`config.mk`:
```
export PLATFORM = sky130hd
export DESIGN_NAME = sqrt16_seq_flat
export DESIGN_NICKNAME = d
export VERILOG_FILES = /design/src/rtl/sqrt16_seq_if.sv /design/src/rtl/sqrt16_seq.sv /design/src/flat_wrapper.sv
export SDC_FILE = /design/constraint.sdc
export NUM_CORES = 1
export LEC_CHECK = 0
export ABC_CLOCK_PERIOD_IN_PS = 3330
export CORE_ASPECT_RATIO = 1.25
export CORE_MARGIN = 1
export CORE_UTILIZATION = 54
export DETAILED_ROUTE_END_ITERATION = 6
export PLACE_DENSITY = 0.88
export SYNTH_ARGS = -nofsm -noshare
export SYNTH_HDL_FRONTEND = slang
export SYNTH_SLANG_ARGS = --single-unit
```
`constraint.sdc`:
```
create_clock -name clk_i -period 3.33 [get_ports clk_i]
set_clock_uncertainty 0.05 [all_clocks]
set_input_delay 0.333 -clock clk_i [delete_from_list [all_inputs] [get_ports clk_i]]
set_output_delay 0.333 -clock clk_i [all_outputs]
set_load 0.005 [all_outputs]
```
`src/rtl/sqrt16_seq_if.sv`:
```
// Request/result bundle for the sequential 16-bit square-root unit.
// The requester drives start_i/radicand_i; the unit returns status and result.
interface sqrt16_seq_if;
  logic        start_i;
  logic [15:0] radicand_i;
  logic        busy_o;
  logic        done_o;
  logic [7:0]  root_o;
  logic [8:0]  rem_o;

  modport master (
    output start_i, radicand_i,
    input  busy_o, done_o, root_o, rem_o
  );

  modport slave (
    input  start_i, radicand_i,
    output busy_o, done_o, root_o, rem_o
  );
endinterface

```
`src/rtl/sqrt16_seq.sv`:
```
// Restoring digit-by-digit square root, one root bit per clock, using a
// 16-bit 4x4 carry-lookahead adder for the trial subtraction.
module sqrt16_seq (
  input logic         clk_i,
  input logic         rst_i,
  sqrt16_seq_if.slave bus
);

  typedef enum logic [1:0] {IDLE, CALC, DONE} state_t;

  state_t      state_q, state_d;
  logic [15:0] x_q, x_d;
  logic [9:0]  r_q, r_d;
  logic [7:0]  q_q, q_d;
  logic [2:0]  it_q, it_d;
  logic [7:0]  root_q, root_d;
  logic [8:0]  rem_q, rem_d;

  logic [11:0] r_sh;
  logic [9:0]  trial;
  logic [15:0] a_in, b_in;
  logic [15:0] g, p, c;
  logic [3:0]  gg, gp;
  logic [4:0]  cg;
  logic [9:0]  sum;
  logic        ge;

  // Trial subtraction r_sh - trial as r_sh + ~trial + 1; carry out means r_sh >= trial.
  always_comb begin
    r_sh  = {r_q, x_q[15:14]};
    trial = {q_q, 2'b01};
    a_in  = {4'b0000, r_sh};
    b_in  = ~{6'b000000, trial};
    g     = a_in & b_in;
    p     = a_in ^ b_in;
    for (int k = 0; k < 4; k++) begin
      gg[k] = g[4*k+3]
            | (p[4*k+3] & g[4*k+2])
            | (p[4*k+3] & p[4*k+2] & g[4*k+1])
            | (p[4*k+3] & p[4*k+2] & p[4*k+1] & g[4*k]);
      gp[k] = &p[4*k +: 4];
    end
    cg[0] = 1'b1;
    for (int k = 0; k < 4; k++) begin
      cg[k+1] = gg[k] | (gp[k] & cg[k]);
    end
    c[0] = cg[0];
    for (int i = 0; i < 15; i++) begin
      if ((i % 4) == 3) c[i+1] = cg[(i/4)+1];
      else              c[i+1] = g[i] | (p[i] & c[i]);
    end
    sum = p[9:0] ^ c[9:0];
    ge  = cg[4];
  end

  always_ff @(posedge clk_i) begin
    if (rst_i) begin
      state_q <= IDLE;
      x_q     <= '0;
      r_q     <= '0;
      q_q     <= '0;
      it_q    <= '0;
      root_q  <= '0;
      rem_q   <= '0;
    end else begin
      state_q <= state_d;
      x_q     <= x_d;
      r_q     <= r_d;
      q_q     <= q_d;
      it_q    <= it_d;
      root_q  <= root_d;
      rem_q   <= rem_d;
    end
  end

  always_comb begin
    state_d = state_q;
    x_d     = x_q;
    r_d     = r_q;
    q_d     = q_q;
    it_d    = it_q;
    root_d  = root_q;
    rem_d   = rem_q;
    case (state_q)
      IDLE, DONE: begin
        if (bus.start_i) begin
          state_d = CALC;
          x_d     = bus.radicand_i;
          r_d     = '0;
          q_d     = '0;
          it_d    = 3'd7;
        end else begin
          state_d = IDLE;
        end
      end
      CALC: begin
        x_d  = {x_q[13:0], 2'b00};
        it_d = it_q - 3'd1;
        r_d  = ge ? sum : r_sh[9:0];
        q_d  = {q_q[6:0], ge};
        // Results are published only on the completing edge so they stay stable meanwhile.
        if (it_q == 3'd0) begin
          state_d = DONE;
          root_d  = q_d;
          rem_d   = r_d[8:0];
        end
      end
      default: state_d = IDLE;
    endcase
  end

  always_comb begin
    bus.busy_o = (state_q == CALC);
    bus.done_o = (state_q == DONE);
    bus.root_o = root_q;
    bus.rem_o  = rem_q;
  end

endmodule

```
`src/flat_wrapper.sv`:
```
// flat-port wrapper written by rule: the top's interface ports become plain ports
module sqrt16_seq_flat 
  (clk_i, rst_i, bus_start_i, bus_radicand_i, bus_busy_o, bus_done_o, bus_root_o, bus_rem_o);
  sqrt16_seq_if bus_i ();
  input logic clk_i;
  input logic rst_i;
  input wire logic [$bits(bus_i.start_i)-1:0] bus_start_i;
  input wire logic [$bits(bus_i.radicand_i)-1:0] bus_radicand_i;
  output wire logic [$bits(bus_i.busy_o)-1:0] bus_busy_o;
  output wire logic [$bits(bus_i.done_o)-1:0] bus_done_o;
  output wire logic [$bits(bus_i.root_o)-1:0] bus_root_o;
  output wire logic [$bits(bus_i.rem_o)-1:0] bus_rem_o;
  assign bus_i.start_i = bus_start_i;
  assign bus_i.radicand_i = bus_radicand_i;
  assign bus_busy_o = bus_i.busy_o;
  assign bus_done_o = bus_i.done_o;
  assign bus_root_o = bus_i.root_o;
  assign bus_rem_o = bus_i.rem_o;
  sqrt16_seq u_core (.clk_i(clk_i), .rst_i(rst_i), .bus(bus_i));
endmodule
```
# After elaboration in Yosys (flattened, before gate mapping)
# Cells that the tools add are included.
# op_classes
add_sub_neg	1
eq_ne	4
muxes	12
n_bitwise	56
reduce_logical	10
# ops
op	count
16-bit one-hot mux with 2 select lines	1
1-bit AND	29
1-bit bitwise OR	23
10-bit two-way mux	2
10-bit one-hot mux with 2 select lines	1
12-bit by 16-bit AND with 16-bit output	1
16-bit two-way mux	1
10-bit NOT with 16-bit output	1
8-bit one-hot mux with 2 select lines	1
4-bit AND reduction	4
12-bit by 16-bit XOR with 16-bit output	1
10-bit XOR	1
8-bit two-way mux	1
3-bit one-hot mux with 2 select lines	1
2-bit one-hot mux with 2 select lines	1
2-bit AND reduction	2
3-bit logical NOT	1
3-bit two-way mux	1
3-bit by 1-bit subtractor with 3-bit output, second input constant	1
2-bit by 1-bit == test with 1-bit output, second input constant	1
2-bit == test, second input constant	1
2-bit logical NOT	1
2-bit two-way mux	1
2-bit by 1-bit inequality test with 1-bit output, second input constant	1
other kinds (4)	4
# totals
regBits	56
input_bits	19

# Longest topological paths before layout
# Gate-level depths: netlist (run 1).
# logic_depth
word_depth	16
ltp_mapped	11
mapped_depth_nobuf	11

# Worst setup path after synthesis (run 1)
# Ideal clock, no wire load.
# synth_path
path_type	register -> register
start	register u_core.q_q[1]
end	register u_core.rem_q[6], in the netlist u_core.bus.rem_o[6]
setup_ns	0.079
arrival_time_ns	2.689
required_time_ns	3.201
path_slack_ns	0.512
path_stages_with_launch	12
n_path_buf	0
synth_period_minus_slack_ns	2.818
path_cell_list	dfxtp_1 -> inv_1 -> ha_1 -> a21oi_1 -> nand2_1 -> fa_1 -> fa_1 -> inv_1 -> fa_1 -> nor3_1 -> o21ai_0 -> o211ai_1
# synth_between
elab_chain_len	14
elab_cells_between_ends	25
cone_classes	1 x mux; 23 x bitwise; 1 x reduce/logical
# synth_rtl
element	line_no	rtl
start, declared	sqrt16_seq.sv:14	logic [7:0] q_q, q_d;
start signal, assigned	sqrt16_seq.sv:69	q_q <= q_d;
10-bit NOT with 16-bit output (*)	sqrt16_seq.sv:33	b_in = ~{6'b000000, trial};
12-bit by 16-bit XOR with 16-bit output	sqrt16_seq.sv:35	p = a_in ^ b_in;
1-bit AND, on equally long branches	sqrt16_seq.sv:38, sqrt16_seq.sv:39, sqrt16_seq.sv:40	
1-bit bitwise OR (tied with other cells)	sqrt16_seq.sv:38	| (p[4*k+3] & g[4*k+2])
1-bit bitwise OR / 1-bit AND (equally long branches)	sqrt16_seq.sv:39, sqrt16_seq.sv:40	
1-bit bitwise OR	sqrt16_seq.sv:40	| (p[4*k+3] & p[4*k+2] & p[4*k+1] & g[4*k]);
1-bit bitwise OR (*)	sqrt16_seq.sv:45	cg[k+1] = gg[k] | (gp[k] & cg[k]);
1-bit AND	sqrt16_seq.sv:45	
1-bit bitwise OR	sqrt16_seq.sv:45	
1-bit AND	sqrt16_seq.sv:45	
1-bit bitwise OR	sqrt16_seq.sv:45	
1-bit AND	sqrt16_seq.sv:45	
1-bit bitwise OR	sqrt16_seq.sv:45	
10-bit two-way mux (*)	sqrt16_seq.sv:99	r_d = ge ? sum : r_sh[9:0];
end signal, assigned	sqrt16_seq.sv:72	rem_q <= rem_d;
end, declared	sqrt16_seq.sv:17	logic [8:0] rem_q, rem_d;
# Every way passes the cells marked *; elsewhere a longest branch is shown, timed or not.
# A chain may end at the register's enable or synchronous reset.

# Worst setup path after layout (run 1)
# Same ends and word-level chain as after synthesis.

==> results of run 1 <==
## cell type report
cell class,instances,area [µm²],area share
multi-input combinational,232,1470,0.454
sequential,56,1120,0.347
timing repair buffer,43,410,0.127
tap,60,75.1,0.0232
clock buffer,5,68.8,0.0213
inverter,17,63.8,0.0197
clock inverter,3,27.5,0.00851
## sequential cells by signal (all words and copies together), names as in the netlist
register / count
u_core.bus.rem_o: 9
u_core.state_q: 2
u_core.bus.root_o: 8
u_core.x_q: 16
u_core.r_q: 10
u_core.it_q: 3
u_core.q_q: 8
## cell families (layout without fill, tap and decap cells)
group	count (synthesis)	after routing	synth area share
and+or+nand+nor	129	129	0.208
xor gates and xnor gates	4	4	0.0127
DFF	56	56	0.407
AOI/OAI and AO/OA	83	83	0.224
adders and majority gates	16	16	0.0863
buffers and inverters	41	68	0.0618
## Yosys cell counts (3+ instances only)
cell type	count	area share
a311oi_1	19	0.060
fa_1	5	0.036
inv_1	17	0.023
o211ai_1	7	0.019
nor2_1	37	0.050
clkbuf_1	16	0.022
xnor2_1	3	0.0095
a22oi_1	9	0.025
ha_1	11	0.050
buf_2	4	0.0073
or3_1	3	0.0068
nand2_1	56	0.076
dfxtp_1	56	0.41
o21ai_0	14	0.025
nand3_1	6	0.011
nand2b_1	4	0.0091
nand3b_1	5	0.014
nand4_1	5	0.011
a22o_1	3	0.0095
a21oi_1	16	0.029
nor3_1	6	0.011
## worst reg2reg max path: stages (launching register included)
cell and delay, ns:
dfxtp_1 0.40, inv_1 0.07, ha_1 0.37, a21oi_2 0.21, nand2_1 0.10, fa_1 0.46, fa_1 0.42, inv_1 0.09
fa_1 0.41, nor3_1 0.21, o21ai_0 0.12, o211ai_1 0.11
## path summary, 6_finish.rpt
path / endpoint / cells past startpoint / startpoint
setup / recovery: u_core.bus.rem_o[6] / 11 / u_core.q_q[1]
hold / removal: u_core.bus.root_o[7] / 2 / u_core.bus.root_o[7]
setup reg to reg: u_core.bus.rem_o[6] / 11 / u_core.q_q[1]
hold reg to reg: u_core.bus.root_o[7] / 2 / u_core.bus.root_o[7]
## power by group through the flow
stage               Combinational, mW  Clock [mW]  Sequential (mW)
floorplan                        1.21           0            0.860
global placement                 1.52           0            0.877
detailed placement               1.56           0            0.882
CTS                              1.58       0.399            0.865
global route                     1.78       0.431            0.880
finish                           1.62       0.396            0.868
## metal layers
metal | GRT usage | share of wire
met5 | 0 | 0
met2 | 0.436 | 0.52
met3 | 0.0583 | 0.047
met1 | 0.271 | 0.42
met4 | 0.0913 | 0.015
## through the flow
step / cells / hold slack, ns / total power [mW] / cell area [µm²] / utilization
after floorplan: 329 / 0.395 / 2.07 / 2750 / -
after global placement: 408 / 0.398 / 2.40 / 3130 / 0.648
after detailed placement: 408 / 0.403 / 2.44 / 3130 / 0.648
after CTS: 416 / 0.420 / 2.84 / 3230 / 0.668
after global routing: 416 / 0.434 / 3.09 / 3230 / 0.669
final: 416 / 0.416 / 2.88 / 3230 / 0.669
==> PnR_summary.wiki, run 1 <==
{| class="wikitable"
! Metric !! Value
|-
| Unrepaired setup endpoints after global routing || false
|-
| Share of synthesized area occupied by flip-flops and latches || 0.407
|-
| Largest net degree at the start of global routing || 40
|-
| Number of synthesized flops with an enable pin || 0
|-
| Slowest CP cell || fa_1
|-
| Post-synthesis net count || 364
|-
| IO Count || 38
|-
| Max-slew violations || 0
|-
| Run status || completed
|-
| Via count of the first global-routing pass || 2309
|-
| Post-layout nets || 390
|-
| Cell type with the highest occurrence count on the critical path || fa_1
|-
| Clk buf depth || 2
|-
| Worst setup SP type || register
|-
| Worst rel slew slack || 0.439
|-
| Worst-path maximum fanout || 4
|-
| Post-synthesis instance area || 2750 µm²
|-
| Maximum capacitance violations || 0
|-
| Sw power || 1.36 mW
|-
| Switching share of power || 0.471
|-
| Most common flop cell mapped by yosys || dfxtp_1
|-
| Buffer type at the clock tree root || clkbuf_8
|-
| Core Footprint || 4830 µm²
|-
| Fraction of final layout cells sized beyond drive strength 1 || 0.0674
|-
| DRC violations left || 0
|-
| Critical path buffers and inverters || 2
|-
| Final worst setup slack || 0.231 ns
|-
| TNS Setup || 0 ns
|-
| Gate count after technology mapping || 329
|-
| Worst vdd ir || 1.10 mV
|-
| Wire length of the first global-routing pass || 10100 µm
|-
| Final-report hold violation count || 0
|-
| Leakage power of the design || 1.15 nW
|-
| Total routing usage reported by global routing || 0.242
|-
| Via count of the routed design || 2473
|-
| Cell Pwr Density || 892 nW/µm²
|-
| Port bufs || 37
|-
| Relative contribution of the clock network to total power || 0.137
|-
| Largest delay share family, worst path || adder cells
|-
| Total iterations of the first detailed-routing run || 4
|-
| Delay of the slowest cell on the worst path || 0.46 ns
|-
| Worst reg2reg setup slack || 0.23 ns
|-
| Clock sinks || 56
|-
| Distinct cell type count after synthesis || 43
|-
| Data required, critical path || 3.52 ns
|-
| Fraction of synthesis flops using an asynchronous set or reset pin || 0
|-
| Hold-fix buffers, CTS || 0
|-
| Post-CTS setup buffer count || 0
|-
| TritonCTS clock tree || done
|-
| Effective utilization at floorplan || 0.570
|-
| Vertical extent of the die || 81.8 µm
|-
| Class of the most critical setup path || reg2reg
|-
| Residual antenna-violating net count after detailed routing || 0
|-
| Class of the tightest hold or removal check || reg2reg
|-
| Number of antenna diodes || 0
|-
| Routed via count divided by cell count || 5.94
|-
| Combinational fraction of design power || 0.561
|-
| Leftover overflow at the end of global routing || 0
|-
| Slew @ Worst Pin || 0.838 ns
|-
| Synthesized area per cell || 8.37 µm²
|-
| Share of power burned in registers || 0.301
|-
| Iter 0 DRT Violations || 156
|-
| Total routed wirelength || 6400 µm
|-
| Number of buffers added by the clock tree synthesis step || 5
|-
| Max Freq || 0.323 GHz
|-
| Yosys warns || 0
|-
| Worst Setup End Kind || register
|-
| Cell-internal power || 1.52 mW
|-
| Crit share post-route || 0.931
|-
| Post-CTS resize count || 0
|-
| HPWL Detailed || 4260 µm
|-
| Setup violations, final || 0
|-
| # H-tree levels || 2
|-
| Wire length per cell || 15.4 µm
|-
| Top library cells by usage in the layout, fill and taps aside || nand2_1, dfxtp_1, nor2_1, clkdlybuf4s50_1, a311oi_1
|-
| Minimum clock period after layout || 3.10 ns
|-
| Floorplan row count || 28
|-
| Number of synthesized register bits || 56
|-
| Setup WS pre-CTS || 0.314 ns
|-
| Clock insertion delay at the later pin of the skew report || 0.32 ns
|-
| Weighted congestion reported at the end of routability-driven placement || 0.834
|-
| Fill cell total of the finished layout || 412
|-
| Clock-pin slew on the worst setup and hold paths || 0.12 ns
|-
| Die Area || 5390 µm²
|-
| Die Wd || 65.9 µm
|-
| Synth-to-layout area growth || 17.4%
|-
| Endpoint arrival time on the critical path || 3.29 ns
|-
| Number of antenna violations at the first check in global routing || 0
|-
| List of cells traversed by the critical path || inv_1 > ha_1 > a21oi_2 > nand2_1 > fa_1 > fa_1 > inv_1 > fa_1 > nor3_1 > o21ai_0 > o211ai_1
|}
Power figures use the tool's default switching activity.
==> run 2, diff against run 1 <==
Settings changed: ABC_CLOCK_PERIOD_IN_PS 3330 to 3600, CORE_UTILIZATION 54 to 58, PLACE_DENSITY 0.88 to 0.93.
Clock period 3.33 ns to 3.6 ns, I/O delays scaled along.
==> PnR_summary.wiki, run 2 (synthesized netlist as in run 1, its figures left out) <==
{| class="wikitable"
! Metric !! Value
|-
| Run status || completed (unchanged)
|-
| Effective utilization at floorplan || 0.613 (was 0.570)
|-
| Total routing usage reported by global routing || 0.271 (was 0.242)
|-
| Total routed wirelength || 6320 µm (was 6400 µm)
|-
| Post-layout instance count excluding filler cells || 414 (was 416)
|-
| Residual antenna-violating net count after detailed routing || 0 (unchanged)
|-
| Slew @ Worst Pin || 0.803 ns (was 0.838 ns)
|-
| Top library cells by usage in the layout, fill and taps aside || nand2_1, dfxtp_1, nor2_1, clkdlybuf4s50_1, a311oi_1 (unchanged)
|-
| Crit share post-route || 0.847 (was 0.931)
|-
| Routing usage on met2 || 0.464 (was 0.436)
|-
| Worst vdd ir || 1.22 mV (was 1.10 mV)
|-
| Clock sinks || 56 (unchanged)
|-
| Total placed cells including tap cells || 406 (was 408)
|-
| Via count of the routed design || 2531 (was 2473)
|-
| Worst setup path startpoint || u_core.q_q[1] (unchanged)
|-
| Worst r2r src || u_core.q_q[1] (unchanged)
|-
| Leakage power of the design || 1.16 nW (was 1.15 nW)
|-
| Class of the most critical setup path || reg2reg (unchanged)
|-
| Cell count of the worst hold path || 2 (unchanged)
|-
| Endpoint arrival time on the critical path || 3.24 ns (was 3.29 ns)
|-
| Wire length of the first global-routing pass || 10800 µm (was 10100 µm)
|-
| Total iterations of the first detailed-routing run || 4 (unchanged)
|-
| Worst reg2reg setup slack || 0.55 ns (was 0.23 ns)
|-
| Max Freq || 0.328 GHz (was 0.323 GHz)
|-
| Fraction of final layout cells sized beyond drive strength 1 || 0.0618 (was 0.0674)
|-
| Number of flip-flops in the largest register || 16 (unchanged)
|-
| Worst R2R End || u_core.bus.rem_o[6] (unchanged)
|-
| Most congested layer reported by global routing || met2 (unchanged)
|-
| # H-tree levels || 2 (unchanged)
|-
| Post-CTS resize count || 0 (unchanged)
|-
| Floorplan row count || 27 (was 28)
|-
| DRC violations left || 0 (unchanged)
|-
| Die Wd || 63.6 µm (was 65.9 µm)
|-
| HPWL Detailed || 4220 µm (was 4260 µm)
|-
| Wire length per cell || 15.3 µm (was 15.4 µm)
|-
| Startpoint of the most critical hold path || u_core.bus.root_o[6] (was u_core.bus.root_o[7])
|-
| R2R depth || 11 (unchanged)
|-
| Post-CTS setup buffer count || 0 (unchanged)
|-
| Worst rel slew slack || 0.462 (was 0.439)
|-
| Vertical extent of the die || 79.0 µm (was 81.8 µm)
|-
| Largest net degree at the start of global routing || 41 (was 40)
|-
| Port bufs || 37 (unchanged)
|-
| Post-layout util || 0.722 (was 0.669)
|-
| Routed via count divided by cell count || 6.11 (was 5.94)
|-
| Via count of the first global-routing pass || 2413 (was 2309)
|-
| Clock insertion delay at the later pin of the skew report || 0.31 ns (was 0.32 ns)
|-
| Maximum capacitance violations || 0 (unchanged)
|-
| Core Footprint || 4490 µm² (was 4830 µm²)
|-
| TritonCTS clock tree || done (unchanged)
|-
| Setup violations, final || 0 (unchanged)
|-
| Weighted congestion reported at the end of routability-driven placement || 0.917 (was 0.834)
|-
| IO Count || 38 (unchanged)
|-
| Worst setup SP type || register (unchanged)
|-
| Iter 0 DRT Violations || 171 (was 156)
|-
| Post-layout nets || 390 (unchanged)
|-
| Cell Pwr Density || 827 nW/µm² (was 892 nW/µm²)
|-
| Number of antenna diodes || 0 (unchanged)
|-
| TNS Setup || 0 ns (unchanged)
|-
| Met3 GRT Util || 0.0517 (was 0.0583)
|-
| Data required, critical path || 3.79 ns (was 3.52 ns)
|-
| Synth-to-layout area growth || 17.7% (was 17.4%)
|-
| Class of the tightest hold or removal check || reg2reg (unchanged)
|-
| WHS || 0.409 ns (was 0.416 ns)
|-
| Number of buffers added by the clock tree synthesis step || 5 (unchanged)
|-
| Number of antenna violations at the first check in global routing || 0 (unchanged)
|-
| Worst Setup End Kind || register (unchanged)
|-
| Final-report hold violation count || 0 (unchanged)
|-
| Max-slew violations || 0 (unchanged)
|-
| Clk buf depth || 2 (unchanged)
|-
| WHS Endpoint || u_core.bus.root_o[6] (was u_core.bus.root_o[7])
|-
| Minimum clock period after layout || 3.05 ns (was 3.10 ns)
|-
| Leftover overflow at the end of global routing || 0 (unchanged)
|-
| Buffer type at the clock tree root || clkbuf_8 (unchanged)
|-
| Hold-fix buffers, CTS || 0 (unchanged)
|-
| Unrepaired setup endpoints after global routing || false (unchanged)
|-
| Register with the highest flop count || u_core.x_q (unchanged)
|-
| Clock-pin slew on the worst setup and hold paths || 0.10 ns (was 0.12 ns)
|-
| Die Area || 5030 µm² (was 5390 µm²)
|-
| Worst-path maximum fanout || 4 (unchanged)
|-
| Met1 layer usage reported by global route || 0.330 (was 0.271)
|}
==> run 2: cell types whose count changed in the layout (fill, tap and decap cells not counted) <==
cell / delta
bufinv_16: +1
a21oi_1: +1
a21oi_2: -1
clkinvlp_4: -1
clkinv_4: -1
inv_8: -1
clkbuf_1: +1
inv_6: +1
==> run 2: area by class of cell <==
| type | instances | area (µm²) |
|---|---|---|
| Tap cell | 58 | 72.6 |
| Sequential cell | 56 | 1120 |
| Clock buffer | 6 | 72.6 |
| Fill cell | 343 | 1250 |
| Multi-Input combinational cell | 232 | 1460 |
| Timing Repair Buffer | 43 | 410 |
| Inverter | 17 | 63.8 |
| Clock inverter | 2 | 38.8 |
==> run 2: metrics by stage <==
step | area (µm²) | total power [mW] | worst slack, ns
2_1_floorplan | 2750 | 1.91 | 0.782
3_3_place_gp | 3130 | 2.20 | 0.669
3_5_place_dp | 3130 | 2.25 | 0.573
4_1_cts | 3240 | 2.67 | 0.546
5_1_grt | 3240 | 2.88 | 0.303
6_report | 3240 | 2.68 | 0.550
==> run 2: how the worst max path moves through the flow <==
stage,end,slack [ns],depth (start not counted)
floorplan,u_core.bus.rem_o[6],0.78,11
global placement,u_core.bus.rem_o[6],0.67,11
detailed placement,u_core.bus.rem_o[6],0.57,11
CTS,u_core.bus.rem_o[6],0.55,11
global route,u_core.bus.rem_o[6],0.30,11
finish,u_core.bus.rem_o[6],0.55,11
==> run 2: where the power goes <==
part,leakage [nW],internal (mW),total (mW),switching [mW]
Sequential,0.457,0.715,0.805,0.0908
Combinational,0.645,0.546,1.46,0.909
Clock,0.0558,0.211,0.420,0.209
==> run 2: metal layers <==
layer / vias to the layer above / wire (µm) / share of wire
met1: 1230 / 2670 / 0.42
met2: 78 / 3230 / 0.51
met5: - / 0 / 0
li1: 1211 / - / -
met4: 0 / 120 / 0.019
met3: 12 / 297 / 0.047
==> run 2: critical path, cell delays in order, from the launching register on <==
cell      delay (ns)
dfxtp_1         0.39
inv_1           0.06
ha_1            0.34
a21oi_1         0.24
nand2_1         0.13
fa_1            0.46
fa_1            0.42
inv_1           0.08
fa_1            0.41
nor3_1          0.18
o21ai_0         0.11
o211ai_1        0.11
==> run 3, diff against run 2 <==
Settings changed: ABC_CLOCK_PERIOD_IN_PS 3600 to 2700, CORE_UTILIZATION 58 to 49, PLACE_DENSITY 0.93 to 0.84.
Clock period 3.6 ns to 2.7 ns, I/O delays scaled along.
==> PnR_summary.wiki, run 3 (synthesized netlist as in run 1, its figures left out) <==
{| class="wikitable"
! Metric !! Value
|-
| Clock-pin slew on the worst setup and hold paths || 0.09 ns (was 0.10 ns)
|-
| Endpoint arrival time on the critical path || 2.78 ns (was 3.24 ns)
|-
| Effective utilization at floorplan || 0.509 (was 0.613)
|-
| Leakage power of the design || 1.22 nW (was 1.16 nW)
|-
| Most common cell after layout, fill and taps aside || nand2_1
|-
| Clock insertion delay at the later pin of the skew report || 0.31 ns (about the same)
|-
| Buffer type at the clock tree root || clkbuf_8 (unchanged)
|-
| Final-report hold violation count || 0 (unchanged)
|-
| Routed via count divided by cell count || 5.82 (was 6.11)
|-
| Sw power || 1.66 mW (was 1.21 mW)
|-
| Clk buf depth || 2 (unchanged)
|-
| Port bufs || 37 (unchanged)
|-
| Worst rel slew slack || 0.475 (was 0.462)
|-
| Class of the tightest hold or removal check || in2reg (was reg2reg)
|-
| Clock sinks || 56 (unchanged)
|-
| Total iterations of the first detailed-routing run || 4 (unchanged)
|-
| Relative contribution of the clock network to total power || 0.152 (was 0.157)
|-
| Final worst setup slack || 0.102 ns (was 0.550 ns)
|-
| Setup violations, final || 0 (unchanged)
|-
| TritonCTS clock tree || done (unchanged)
|-
| Leftover overflow at the end of global routing || 0 (unchanged)
|-
| Number of buffers added by the clock tree synthesis step || 5 (unchanged)
|-
| Worst setup SP type || register (unchanged)
|-
| Combinational fraction of design power || 0.563 (was 0.543)
|-
| Worst-path maximum fanout || 3 (was 4)
|-
| Vertical extent of the die || 85.8 µm (was 79.0 µm)
|-
| Delay of the slowest cell on the worst path || 0.43 ns (was 0.46 ns)
|-
| Die Area || 5930 µm² (was 5030 µm²)
|-
| Max Freq || 0.385 GHz (was 0.328 GHz)
|-
| # H-tree levels || 2 (unchanged)
|-
| Register with the highest flop count || u_core.x_q (unchanged)
|-
| Post-layout nets || 401 (was 390)
|-
| Top library cells by usage in the layout, fill and taps aside || nand2_1, dfxtp_1, nor2_1, clkdlybuf4s50_1, a311oi_1 (unchanged)
|-
| Worst Setup End Kind || register (unchanged)
|-
| Switching share of power || 0.441 (was 0.451)
|-
| Wire length of the first global-routing pass || 10500 µm (was 10800 µm)
|-
| Power after layout || 3.76 mW (was 2.68 mW)
|-
| Cell Pwr Density || 1110 nW/µm² (was 827 nW/µm²)
|-
| Die Wd || 69.1 µm (was 63.6 µm)
|-
| Synth-to-layout area growth || 22.9% (was 17.7%)
|-
| List of cells traversed by the critical path || inv_1 > ha_4 > a21oi_4 > nand2_2 > fa_2 > fa_2 > inv_2 > fa_1 > nor3_2 > o21ai_1 > o211ai_1 (was inv_1 > ha_1 > a21oi_1 > nand2_1 > fa_1 > fa_1 > inv_1 > fa_1 > nor3_1 > o21ai_0 > o211ai_1)
|-
| Cell-internal power || 2.10 mW (was 1.47 mW)
|-
| Data required, critical path || 2.88 ns (was 3.79 ns)
|-
| Run status || completed (unchanged)
|-
| Number of antenna violations at the first check in global routing || 0 (unchanged)
|-
| Total routed wirelength || 6310 µm (was 6320 µm)
|-
| Iter 0 DRT Violations || 185 (was 171)
|-
| Slowest CP cell || fa_1 (unchanged)
|-
| Number of flip-flops in the largest register || 16 (unchanged)
|-
| Worst vdd ir || 0.839 mV (was 1.22 mV)
|-
| Floorplan row count || 30 (was 27)
|-
| Via count of the first global-routing pass || 2330 (was 2413)
|-
| Largest net degree at the start of global routing || 33 (was 41)
|-
| Core Footprint || 5410 µm² (was 4490 µm²)
|-
| Share of power burned in registers || 0.284 (was 0.300)
|-
| Via count of the routed design || 2507 (was 2531)
|-
| Critical path buffers and inverters || 2 (unchanged)
|-
| Weighted congestion reported at the end of routability-driven placement || 0.841 (was 0.917)
|-
| Max-slew violations || 0 (unchanged)
|-
| Slew @ Worst Pin || 0.784 ns (was 0.803 ns)
|-
| Residual antenna-violating net count after detailed routing || 0 (unchanged)
|-
| Wire length per cell || 14.6 µm (was 15.3 µm)
|-
| Crit share post-route || 0.962 (was 0.847)
|-
| IO Count || 38 (unchanged)
|-
| Number of antenna diodes || 0 (unchanged)
|-
| Fill cell total of the finished layout || 466 (was 343)
|-
| HPWL Detailed || 4370 µm (was 4220 µm)
|-
| Minimum clock period after layout || 2.60 ns (was 3.05 ns)
|-
| DRC violations left || 0 (unchanged)
|-
| Fraction of final layout cells sized beyond drive strength 1 || 0.123 (was 0.0618)
|-
| Setup WS pre-CTS || -0.0369 ns (was 0.573 ns)
|-
| Largest delay share family, worst path || adder cells (unchanged)
|-
| Maximum capacitance violations || 0 (unchanged)
|-
| Class of the most critical setup path || reg2reg (unchanged)
|-
| Cell type with the highest occurrence count on the critical path || fa_2 (was fa_1)
|-
| Total routing usage reported by global routing || 0.213 (was 0.271)
|}
[run 3: changes by cell type in the layout (fill, tap and decap cells not counted), sizes merged]
cell	delta
clkinv	+1
buf	+11
inv	-1
[run 3: layout make-up]
| cell class | count | area [µm²] | share of cell area |
|---|---|---|---|
| multi-input cells | 232 | 1500 | 0.444 |
| flip-flops and latches | 56 | 1120 | 0.332 |
| repair buffers | 54 | 493 | 0.146 |
| clock buffers | 6 | 82.6 | 0.0244 |
| well taps | 64 | 80.1 | 0.0237 |
| inverters | 17 | 63.8 | 0.0189 |
| clock inverters | 2 | 38.8 | 0.0115 |
[run 3: metal layers]
metal / track usage / up-vias / wire length (µm) / share of wire
li1: - / 1227 / - / -
met1: 0.271 / 1187 / 2790 / 0.44
met2: 0.352 / 77 / 3080 / 0.49
met3: 0.0388 / 16 / 278 / 0.044
met4: 0.0983 / 0 / 159 / 0.025
met5: 0 / - / 0 / 0
[run 3: timing repair]
| item | 4_1_cts | 5_1_grt |
|---|---|---|
| buffers inserted | 0 | 1 |
| hold buffers | 0 | 0 |
| setup endpoints to repair | 1 | 4 |
| gates resized for setup | 5 | 6 |
| pin swaps | 1 | 6 |
[run 3: power groups by stage]
stage	Combinational (mW)	Clock, mW	Sequential (mW)
3_5_place_dp	2.01	0	1.08
2_1_floorplan	1.51	0	1.06
3_3_place_gp	1.95	0	1.08
5_1_grt	2.32	0.618	1.08
4_1_cts	2.06	0.585	1.06
6_report	2.12	0.573	1.07
[run 3: metrics by stage]
stage | instance area [µm²] | hold slack (ns) | cells | TNS (ns) | util
floorplan | 2770 | 0.379 | 329 | 0 | -
global placement | 3230 | 0.395 | 422 | 0 | 0.598
detailed placement | 3230 | 0.398 | 422 | -0.0369 | 0.598
CTS | 3370 | 0.295 | 430 | 0 | 0.623
global route | 3380 | 0.318 | 431 | -0.00159 | 0.626
finish | 3380 | 0.302 | 431 | 0 | 0.626
[run 3: final timing paths]
path | startpoint | endpoint | slack [ns] | depth (start not counted)
worst max-delay path | u_core.q_q[1] | u_core.bus.rem_o[6] | 0.10 | 11
worst min-delay path | rst_i | u_core.bus.rem_o[8] | 0.30 | 2
worst min register to register | u_core.bus.root_o[3] | u_core.bus.root_o[3] | 0.41 | 2
worst max register to register | u_core.q_q[1] | u_core.bus.rem_o[6] | 0.10 | 11
